===== src/rtl/dsp_be_eq_ctrl.sv =====
`default_nettype none
// ============================================================================
// Module      : dsp_be_eq_ctrl
// Description : Bring-up / shutdown / reconfiguration sequencer for the
//               backend equalizer pipeline (MLSE ALU -> pattern filter ->
//               MLSE decoder). Releases stage resets and enables in pipeline
//               order, issues a config-apply strobe while quiescent and
//               serialises config-update requests against run/stop.
// Revision    : 1.0 - initial release
// ============================================================================
module dsp_be_eq_ctrl #(
    parameter int PRLL_RANK    = 64,
    parameter int RST_HOLD_CYC = 8,
    parameter int ALU_LAT      = 4,
    parameter int FILT_LAT     = 5,
    parameter int DEC_LAT      = 4,
    parameter int CNT_W        = 8
) (
    input  logic                 i_clk,
    input  logic                 i_rst_n,
    input  logic                 i_start,
    input  logic                 i_stop,
    input  logic [PRLL_RANK-1:0] i_lane_en,
    input  logic                 i_cfg_upd_req,
    output logic                 o_cfg_upd_ack,
    output logic                 o_cfg_apply,
    output logic [PRLL_RANK-1:0] o_rst_alu,
    output logic [PRLL_RANK-1:0] o_rst_filt,
    output logic [PRLL_RANK-1:0] o_rst_dec,
    output logic [PRLL_RANK-1:0] o_en_alu,
    output logic [PRLL_RANK-1:0] o_en_filt,
    output logic [PRLL_RANK-1:0] o_en_dec,
    output logic                 o_running,
    output logic                 o_busy,
    output logic [3:0]           o_state
);

    localparam logic [3:0] ST_IDLE    = 4'd0;
    localparam logic [3:0] ST_HOLD    = 4'd1;
    localparam logic [3:0] ST_APPLY   = 4'd2;
    localparam logic [3:0] ST_UP_ALU  = 4'd3;
    localparam logic [3:0] ST_UP_FILT = 4'd4;
    localparam logic [3:0] ST_UP_DEC  = 4'd5;
    localparam logic [3:0] ST_RUN     = 4'd6;
    localparam logic [3:0] ST_DN_ALU  = 4'd7;
    localparam logic [3:0] ST_DN_FILT = 4'd8;
    localparam logic [3:0] ST_DN_DEC  = 4'd9;

    // Counter load values: a timed state lasting N cycles starts at N-1
    // and exits when the counter reaches zero.
    localparam logic [CNT_W-1:0] HOLD_LD = CNT_W'(RST_HOLD_CYC - 1);
    localparam logic [CNT_W-1:0] ALU_LD  = CNT_W'(ALU_LAT - 1);
    localparam logic [CNT_W-1:0] FILT_LD = CNT_W'(FILT_LAT - 1);
    localparam logic [CNT_W-1:0] DEC_LD  = CNT_W'(DEC_LAT - 1);
    localparam logic [CNT_W-1:0] CNT_ONE = CNT_W'(1);

    logic [3:0]           state;
    logic [3:0]           state_nxt;
    logic [CNT_W-1:0]     cnt;
    logic [CNT_W-1:0]     cnt_nxt;
    logic                 cnt_done;
    logic [PRLL_RANK-1:0] lane_q;
    logic [PRLL_RANK-1:0] lane_nxt;
    logic                 upd_pend;
    logic                 upd_pend_nxt;
    logic                 auto_go;
    logic                 auto_go_nxt;
    logic                 ack_nxt;
    logic                 rel_alu;
    logic                 rel_filt;
    logic                 rel_dec;
    logic                 rel_alu_nxt;
    logic                 rel_filt_nxt;
    logic                 rel_dec_nxt;
    logic                 alu_win;
    logic                 filt_win;
    logic                 dec_win;
    logic [PRLL_RANK-1:0] en_alu_nxt;
    logic [PRLL_RANK-1:0] en_filt_nxt;
    logic [PRLL_RANK-1:0] en_dec_nxt;

    assign cnt_done = (cnt == '0);
    assign o_state  = state;

    // Sequencer next-state: stop has priority over update, update-driven
    // drains re-enter bring-up through IDLE via the auto-start flag.
    always_comb begin
        state_nxt   = state;
        cnt_nxt     = cnt_done ? cnt : (cnt - CNT_ONE);
        lane_nxt    = lane_q;
        auto_go_nxt = auto_go;
        ack_nxt     = 1'b0;
        case (state)
            ST_IDLE: begin
                if (i_start || auto_go) begin
                    state_nxt   = ST_HOLD;
                    cnt_nxt     = HOLD_LD;
                    lane_nxt    = i_lane_en;
                    auto_go_nxt = 1'b0;
                end
            end
            ST_HOLD: begin
                if (i_stop) begin
                    state_nxt = ST_IDLE;
                end else if (cnt_done) begin
                    state_nxt = ST_APPLY;
                end
            end
            ST_APPLY: begin
                if (i_stop) begin
                    state_nxt = ST_IDLE;
                end else begin
                    state_nxt = ST_UP_ALU;
                    cnt_nxt   = ALU_LD;
                end
            end
            ST_UP_ALU: begin
                if (i_stop) begin
                    state_nxt = ST_DN_ALU;
                    cnt_nxt   = ALU_LD;
                end else if (cnt_done) begin
                    state_nxt = ST_UP_FILT;
                    cnt_nxt   = FILT_LD;
                end
            end
            ST_UP_FILT: begin
                if (i_stop) begin
                    state_nxt = ST_DN_ALU;
                    cnt_nxt   = ALU_LD;
                end else if (cnt_done) begin
                    state_nxt = ST_UP_DEC;
                    cnt_nxt   = DEC_LD;
                end
            end
            ST_UP_DEC: begin
                if (i_stop) begin
                    state_nxt = ST_DN_ALU;
                    cnt_nxt   = ALU_LD;
                end else if (cnt_done) begin
                    state_nxt = ST_RUN;
                    ack_nxt   = upd_pend;
                end
            end
            ST_RUN: begin
                if (i_stop) begin
                    state_nxt = ST_DN_ALU;
                    cnt_nxt   = ALU_LD;
                end else if (upd_pend) begin
                    state_nxt   = ST_DN_ALU;
                    cnt_nxt     = ALU_LD;
                    auto_go_nxt = 1'b1;
                end
            end
            ST_DN_ALU: begin
                if (cnt_done) begin
                    state_nxt = ST_DN_FILT;
                    cnt_nxt   = FILT_LD;
                end
            end
            ST_DN_FILT: begin
                if (cnt_done) begin
                    state_nxt = ST_DN_DEC;
                    cnt_nxt   = DEC_LD;
                end
            end
            ST_DN_DEC: begin
                if (cnt_done) begin
                    state_nxt = ST_IDLE;
                end
            end
            default: begin
                state_nxt = ST_IDLE;
            end
        endcase
    end

    // Release flags, enable windows and update-pending bookkeeping derived
    // from the upcoming state so every output can be registered.
    always_comb begin
        rel_alu_nxt  = rel_alu;
        rel_filt_nxt = rel_filt;
        rel_dec_nxt  = rel_dec;
        if (state_nxt == ST_IDLE) begin
            rel_alu_nxt  = 1'b0;
            rel_filt_nxt = 1'b0;
            rel_dec_nxt  = 1'b0;
        end else begin
            if (state_nxt == ST_UP_ALU)  rel_alu_nxt  = 1'b1;
            if (state_nxt == ST_UP_FILT) rel_filt_nxt = 1'b1;
            if (state_nxt == ST_UP_DEC)  rel_dec_nxt  = 1'b1;
        end
        // Downstream windows extend into the drain so each stage keeps
        // running until its upstream neighbour has flushed.
        alu_win  = state_nxt inside {ST_UP_ALU, ST_UP_FILT, ST_UP_DEC, ST_RUN};
        filt_win = rel_filt_nxt &&
                   (state_nxt inside {ST_UP_FILT, ST_UP_DEC, ST_RUN, ST_DN_ALU});
        dec_win  = rel_dec_nxt &&
                   (state_nxt inside {ST_UP_DEC, ST_RUN, ST_DN_ALU, ST_DN_FILT});
        en_alu_nxt  = alu_win  ? lane_nxt : '0;
        en_filt_nxt = filt_win ? lane_nxt : '0;
        en_dec_nxt  = dec_win  ? lane_nxt : '0;
        // The cycle showing ack still carries the held request; it is not
        // counted as a new one.
        upd_pend_nxt = ack_nxt ? 1'b0 : (upd_pend | (i_cfg_upd_req & ~o_cfg_upd_ack));
    end

    // Sequencer state registers.
    always_ff @(posedge i_clk or negedge i_rst_n) begin
        if (!i_rst_n) begin
            state    <= ST_IDLE;
            cnt      <= '0;
            lane_q   <= '0;
            upd_pend <= 1'b0;
            auto_go  <= 1'b0;
            rel_alu  <= 1'b0;
            rel_filt <= 1'b0;
            rel_dec  <= 1'b0;
        end else begin
            state    <= state_nxt;
            cnt      <= cnt_nxt;
            lane_q   <= lane_nxt;
            upd_pend <= upd_pend_nxt;
            auto_go  <= auto_go_nxt;
            rel_alu  <= rel_alu_nxt;
            rel_filt <= rel_filt_nxt;
            rel_dec  <= rel_dec_nxt;
        end
    end

    // Registered (Moore) outputs.
    always_ff @(posedge i_clk or negedge i_rst_n) begin
        if (!i_rst_n) begin
            o_rst_alu     <= '1;
            o_rst_filt    <= '1;
            o_rst_dec     <= '1;
            o_en_alu      <= '0;
            o_en_filt     <= '0;
            o_en_dec      <= '0;
            o_cfg_upd_ack <= 1'b0;
            o_cfg_apply   <= 1'b0;
            o_running     <= 1'b0;
            o_busy        <= 1'b0;
        end else begin
            o_rst_alu     <= ~({PRLL_RANK{rel_alu_nxt}}  & lane_nxt);
            o_rst_filt    <= ~({PRLL_RANK{rel_filt_nxt}} & lane_nxt);
            o_rst_dec     <= ~({PRLL_RANK{rel_dec_nxt}}  & lane_nxt);
            o_en_alu      <= en_alu_nxt;
            o_en_filt     <= en_filt_nxt;
            o_en_dec      <= en_dec_nxt;
            o_cfg_upd_ack <= ack_nxt;
            o_cfg_apply   <= (state_nxt == ST_APPLY);
            o_running     <= (state_nxt == ST_RUN);
            o_busy        <= (state_nxt != ST_IDLE) && (state_nxt != ST_RUN);
        end
    end

endmodule
`default_nettype wire


===== config.mk =====
export PLATFORM = sky130hd
export DESIGN_NAME = dsp_be_eq_ctrl
export DESIGN_NICKNAME = d
export VERILOG_FILES = /design/src/rtl/dsp_be_eq_ctrl.sv
export SDC_FILE = /design/constraint.sdc
export NUM_CORES = 1
export LEC_CHECK = 0
export CAP_MARGIN = 40
export CORE_UTILIZATION = 30
export CTS_CLUSTER_DIAMETER = 30
export DETAILED_ROUTE_END_ITERATION = 10
export GPL_ROUTABILITY_DRIVEN = 0
export PLACE_DENSITY = 0.55
export SLEW_MARGIN = 10
export SYNTH_ARGS = -nofsm -noshare
export SYNTH_HDL_FRONTEND = slang
export SYNTH_SLANG_ARGS = --single-unit

===== constraint.sdc =====
create_clock -name i_clk -period 6.4 [get_ports i_clk]
set_clock_uncertainty 0.2 [all_clocks]
set_input_delay 1.28 -clock i_clk [delete_from_list [all_inputs] [get_ports i_clk]]
set_output_delay 1.28 -clock i_clk [all_outputs]
set_load 0.05 [all_outputs]

# Word level (Yosys, flattened, before mapping)
# Cells that the tools add are included.
[word_totals] ff_bits=469 in_bits=69 output_inout_bits=392 word_cells=107
[classes] add_sub_neg=1 eq_ne=20 mux=46 bitwise_logic=9 n_reduce_logical=13
[ops] cell="$mux W64" count=5
[ops] cell="$and A64 B64 Y64" count=3
[ops] cell="$not A64 Y64" count=3
[ops] cell="$mux W8" count=10
[ops] cell="$pmux W8 S8" count=1
[ops] cell="$mux W4" count=14
[ops] cell="$pmux W4 S10" count=1
[ops] cell="$eq A4 B3 Y1 const B" count=8
[ops] cell="$eq A4 B2 Y1 const B" count=4
[ops] cell="$reduce_bool A4 Y1" count=4
[ops] cell="$mux W1" count=13
[ops] cell="$eq A4 B4 Y1 const B" count=3
[ops] cell="$logic_not A4 Y1" count=2
[ops] cell="$logic_not A8 Y1" count=1
[ops] cell="$sub A8 B1 Y8 const B" count=1
[ops] cell="$ne A2 B2 Y1 const B" count=3
[ops] cell="$eq A4 B1 Y1 const B" count=1
[ops] cell="$ne A4 B3 Y1 const B" count=1
[ops] cell="$reduce_and A4 Y1" count=1
[ops] cell="$logic_and A1 B1 Y1" count=3
[ops] cell="$mux W2" count=1
[ops] cell="$pmux W1 S2" count=1
[ops] cell="$reduce_bool A2 Y1" count=1
[ops] cell="$and A1 B1 Y1" count=1
[ops] cell="other kinds (3)" count=3

# Logic depth before layout (Yosys ltp)
[logic_depth] depth_word=9 ltp_mapped=10 ltp_nobuf=9

# Least setup slack after synthesis
# No wires, ideal clock.
[synth_path] path_type="input to register" start="input port i_stop" end="register o_rst_dec[37]" arrival_ns=2.885 t_required_ns=6.103 slack_ns=3.218 path_stages=7 n_path_buf=2 path_cell_list="or3b_2 -> o2bb2ai_1 -> a31oi_1 -> nand2_1 -> buf_1 -> clkbuf_1 -> a32oi_1"
[synth_between] elab_chain_len=7
[synth_rtl] element="start, declared" line_no="22" text="input logic i_stop,"
[synth_rtl] element="$mux W4 (tied with other cells)" line_no="145" text="if (i_stop) begin"
[synth_rtl] element="$pmux W4 S10 *" line_no="93" text="case (state)"
[synth_rtl] element="$eq A4 B3 Y1" line_no="190" text="if (state_nxt == ST_UP_DEC) rel_dec_nxt = 1'b1;"
[synth_rtl] element="$mux W1" line_no="190"
[synth_rtl] element="$mux W1 *" line_no="183" text="if (state_nxt == ST_IDLE) begin"
[synth_rtl] element="$and A64 B64 Y64 *" line_no="246" text="o_rst_dec <= ~({PRLL_RANK{rel_dec_nxt}} & lane_nxt);"
[synth_rtl] element="$not A64 Y64 *" line_no="246"
[synth_rtl] element="end signal, assigned" line_no="246"
[synth_rtl] element="end, declared" line_no="29" text="output logic [PRLL_RANK-1:0] o_rst_dec,"
# Mark *: on every way between the ends. The rest lies on a longest branch, timed or not.
# A chain may end at the register's enable or synchronous reset.

# Worst setup path in the final report
[layout_path] start="input port i_stop" end="register o_en_dec[43]"
[layout_between] elab_chain_len=7
[layout_rtl] element="$mux W4 (tied with other cells)" line_no="145"
[layout_rtl] element="$pmux W4 S10 *" line_no="93"
[layout_rtl] element="$eq A4 B3 Y1" line_no="190, 198"
[layout_rtl] element="$mux W1" line_no="190"
[layout_rtl] element="$mux W1" line_no="183"
[layout_rtl] element="$logic_and A1 B1 Y1 *" line_no="197" text="dec_win = rel_dec_nxt &&"
[layout_rtl] element="$mux W64 *" line_no="201" text="en_dec_nxt = dec_win ? lane_nxt : '0;"
[layout_rtl] element="named net en_dec_nxt[43]" line_no="80" text="logic [PRLL_RANK-1:0] en_dec_nxt;"
[layout_rtl] element="end signal, assigned" line_no="249" text="o_en_dec <= en_dec_nxt;"
[layout_rtl] element="end, declared" line_no="32" text="output logic [PRLL_RANK-1:0] o_en_dec,"
# Mark *: on every way through the listed nets, which the timed path passes. The rest lies on a longest branch.

==> run_results.csv <==
group,metric,value,unit
outcome,outcome,"complete, no violations",
worst_setup_path,worstPathMaxFanout,34,
worst_setup_path,cp-end-kind,"flip-flop",
worst_setup_path,max_stage_delay,750,ps
min_path,min_path_cells,1,
worst_setup_path,arrival,4540,ps
worst_setup_path,rr_worst_depth,9,
grt,overflow,0,
synth,synthesis.nets,1660,
cells_and_area,num-nets-final,2110,
synth,synth_compound_area_share,12.3,%
sta,rsz0062_at_grt,"no",
synth,synth_top_cell_area_share,37.8,%
synth,yosys.area_share.simple,13.0,%
clock_tree,clk_pin_slew,40,ps
sta,final-max-slew-violation-count,0,
worst_setup_path,cp.required,6690,ps
sta,slew_headroom,25.5,%
drt,drt-initial-drc-count,995,
clock_tree,cts_resized,0,
grt,grt_pass1_wl,104000,µm
placed_design,dp_hpwl,43500,µm
flow_run,drv_cap,0,
clock_tree,clk_path_buf_depth,3,
floorplan,fp.dieH,249,µm
floorplan,num_rows,90,
clock_tree,numCtsBuffers,106,
floorplan,die_area,62200,µm²
min_path,worst_hold_path_type,"reg -> reg",
drt,avgViaCountPerCell,5.15,
worst_setup_path,slowest_stage,"clkdlybuf4s50_1",
cells_and_area,drive_above_1_share,20.6,%
grt,grt_max_degree,168,
synth,ys_warn_count,0,
floorplan,die_w,249,µm
clock_tree,postCtsSetupBuffers,0,
grt,antenna_found_initial,0,
synth,syn_avg_cell_area,11.6,µm²
clock_tree,cts_tree,"built",
synth,yosysTopAreaCell,"dfrtp_1",
synth,synth_seq_cells,469,
worst_setup_path,crit_chain,"clkdlybuf4s50_1, nand2b_1, o311a_1, a221oi_2, nand3_4, buf_12, mux2i_1",
clock_tree,htree_levels,3,
synth,synthAdderAreaFrac,0.205,%
synth,synthMuxAreaShare,3.49,%
min_path,hp-start,"rel_dec$_DFF_PN0_",
synth,synth_area,18300,µm²
cells_and_area,area_growth,50.8,%
worst_setup_path,cp-start-kind,"input pin",
clock_tree,clk_latency,630,ps
grt,first_global_vias,15900,
drt,vias,15000,
drt,ant_nets,0,
synth,synth_cells,1588,
sta,finalSetupViolCount,0,
sta,hold_viol_final,0,
grt,grt_usage,22.2,%
placed_design,port_buffers,460,
sta,fmax,0.236,GHz
floorplan,start_util,30.4,%
synth,async_flop_share,100,%
synth,synth-xor-area-share,0.423,%
clock_tree,clock-root-buffer,"clkbuf_16",
synth,synth_top_flop_cell,"dfrtp_1",
sta,finalSetupTns,0,ps
drt,routedWlPerCell,23.9,µm
sta,worstMarginPinSlew,1120,ps
cells_and_area,insertedDiodeCount,0,
clock_tree,hold_buffers,0,
min_path,hold_end,"rel_dec$_DFF_PN0_",
sta,post-route-period-util,66.3,%
worst_setup_path,r2r-start,"cnt[0]$_DFF_PN0_",
drt,wirelength,69500,µm
worst_setup_path,reg2reg_slack,2570,ps
clock_tree,cts.sinks,469,
worst_setup_path,worstReg2RegEnd,"o_en_dec[43]$_DFF_PN0_",
floorplan,io_pins,461,
drt,route.detailed.drc,0,
sta,period_minus_slack,4250,ps
drt,first_pass_iters,5,
synth,synth_area_leaders,"dfrtp_1, dfstp_2, a32oi_1",
cells_and_area,nFillCells,5500,
worst_setup_path,path_class,"in -> reg",
floorplan,core_area,60400,µm²
synth,synth_top_family_by_area,"simple AND/OR/NAND/NOR gates",
synth,synth-edff-count,0,
synth,seq_area_frac_synth,65.3,%
synth,ys_types,62,
==> cell usage in the layout (no fill, tap or decap), types with 20 or more instances in the layout <==
cell | synthesis | routed
clkdlybuf4s50_1 | 0 | 459
dfrtp_1 | 277 | 276
nor2_1 | 205 | 205
dfstp_2 | 192 | 192
a32oi_1 | 129 | 129
clkbuf_16 | 0 | 109
a21oi_1 | 77 | 76
inv_1 | 76 | 75
nand2_1 | 73 | 71
nor3_1 | 69 | 69
o211ai_1 | 65 | 65
nand3_1 | 66 | 64
mux2i_1 | 64 | 64
and3_1 | 65 | 64
buf_4 | 10 | 20
==> worst max path at each step <==
| stage | depth (start not counted) | startpoint | endpoint |
|---|---|---|---|
| after floorplan | 7 | i_stop | o_rst_dec[37]$_DFF_PN1_ |
| after global placement | 6 | i_stop | o_rst_dec[8]$_DFF_PN1_ |
| after detailed placement | 7 | i_stop | o_en_dec[52]$_DFF_PN0_ |
| after CTS | 7 | i_stop | o_en_dec[43]$_DFF_PN0_ |
| after global routing | 7 | i_stop | o_en_dec[42]$_DFF_PN0_ |
| final | 7 | i_stop | o_en_dec[43]$_DFF_PN0_ |
==> state kept, by name, summed over array words and instances (netlist names) <==
name,count
o_en_dec,64
o_cfg_upd_ack,1
o_rst_dec,64
o_rst_filt,64
o_cfg_apply,1
o_running,1
rel_dec,1
lane_q,64
o_state,4
cnt,8
rel_filt,1
upd_pend,1
rel_alu,1
o_en_filt,64
o_rst_alu,64
auto_go,1
o_busy,1
o_en_alu,64
==> synth_stat cells (3+ instances only) <==
cell,count
a21oi_1,77
a32oi_1,129
and3_1,65
buf_1,3
buf_2,34
buf_4,10
buf_6,4
clkbuf_1,101
dfrtp_1,277
dfstp_2,192
ha_1,3
inv_1,76
mux2i_1,64
nand2_1,73
nand2b_1,6
nand3_1,66
nand4_1,3
nor2_1,205
nor2b_1,4
nor3_1,69
nor3b_1,3
nor4_1,4
o211ai_1,65
o21ai_0,6
or2_2,3
xnor2_1,5
==> cell type report <==
type / instances / area (µm²) / area share, %
clock buffer: 137 / 2980 / 10.8
clock inverter: 64 / 858 / 3.10
inverter: 77 / 293 / 1.06
multi-input combinational: 890 / 5510 / 19.9
sequential: 469 / 12000 / 43.3
tap: 782 / 978 / 3.54
timing repair buffer: 494 / 5070 / 18.3
==> metal layers <==
metal	wire [µm]	vias to the layer above	track usage, %
li1	-	6531	-
met1	27900	7696	27.4
met2	33900	655	36.5
met3	6000	126	7.37
met4	1690	0	7.14
met5	0	-	0
==> metrics by stage <==
stage | hold WS, ps | instances | utilization, % | worst slack (ps) | area, µm²
after global routing | 377 | 2913 | 45.9 | 1970 | 27700
after CTS | 339 | 2913 | 45.9 | 2170 | 27700
after floorplan | 266 | 1588 | - | 3220 | 18300
after detailed placement | 327 | 2712 | 39.5 | 1520 | 23800
after global placement | 313 | 2703 | 39.1 | 1490 | 23600
final | 338 | 2913 | 45.9 | 2150 | 27700
==> cells by family (layout without fill, tap and decap cells) <==
group	Yosys count	after routing
AOI/OAI and AO/OA	303	303
and+or+nand+nor	512	512
adders and majority gates	3	3
muxes	64	64
xor gates and xnor gates	8	8
buffers and inverters	229	772
DFF	469	469
==> critical path, delay by kind of cell <==
family	cells	cell delay, ps
AND/OR/NAND/NOR	2	770
buffers and inverters	2	1200
AO/OA/AOI/OAI	2	1030
multiplexers	1	160
Power is not shown: default switching activity piles up to over one toggle a cycle in this logic, so the estimate is an artifact.
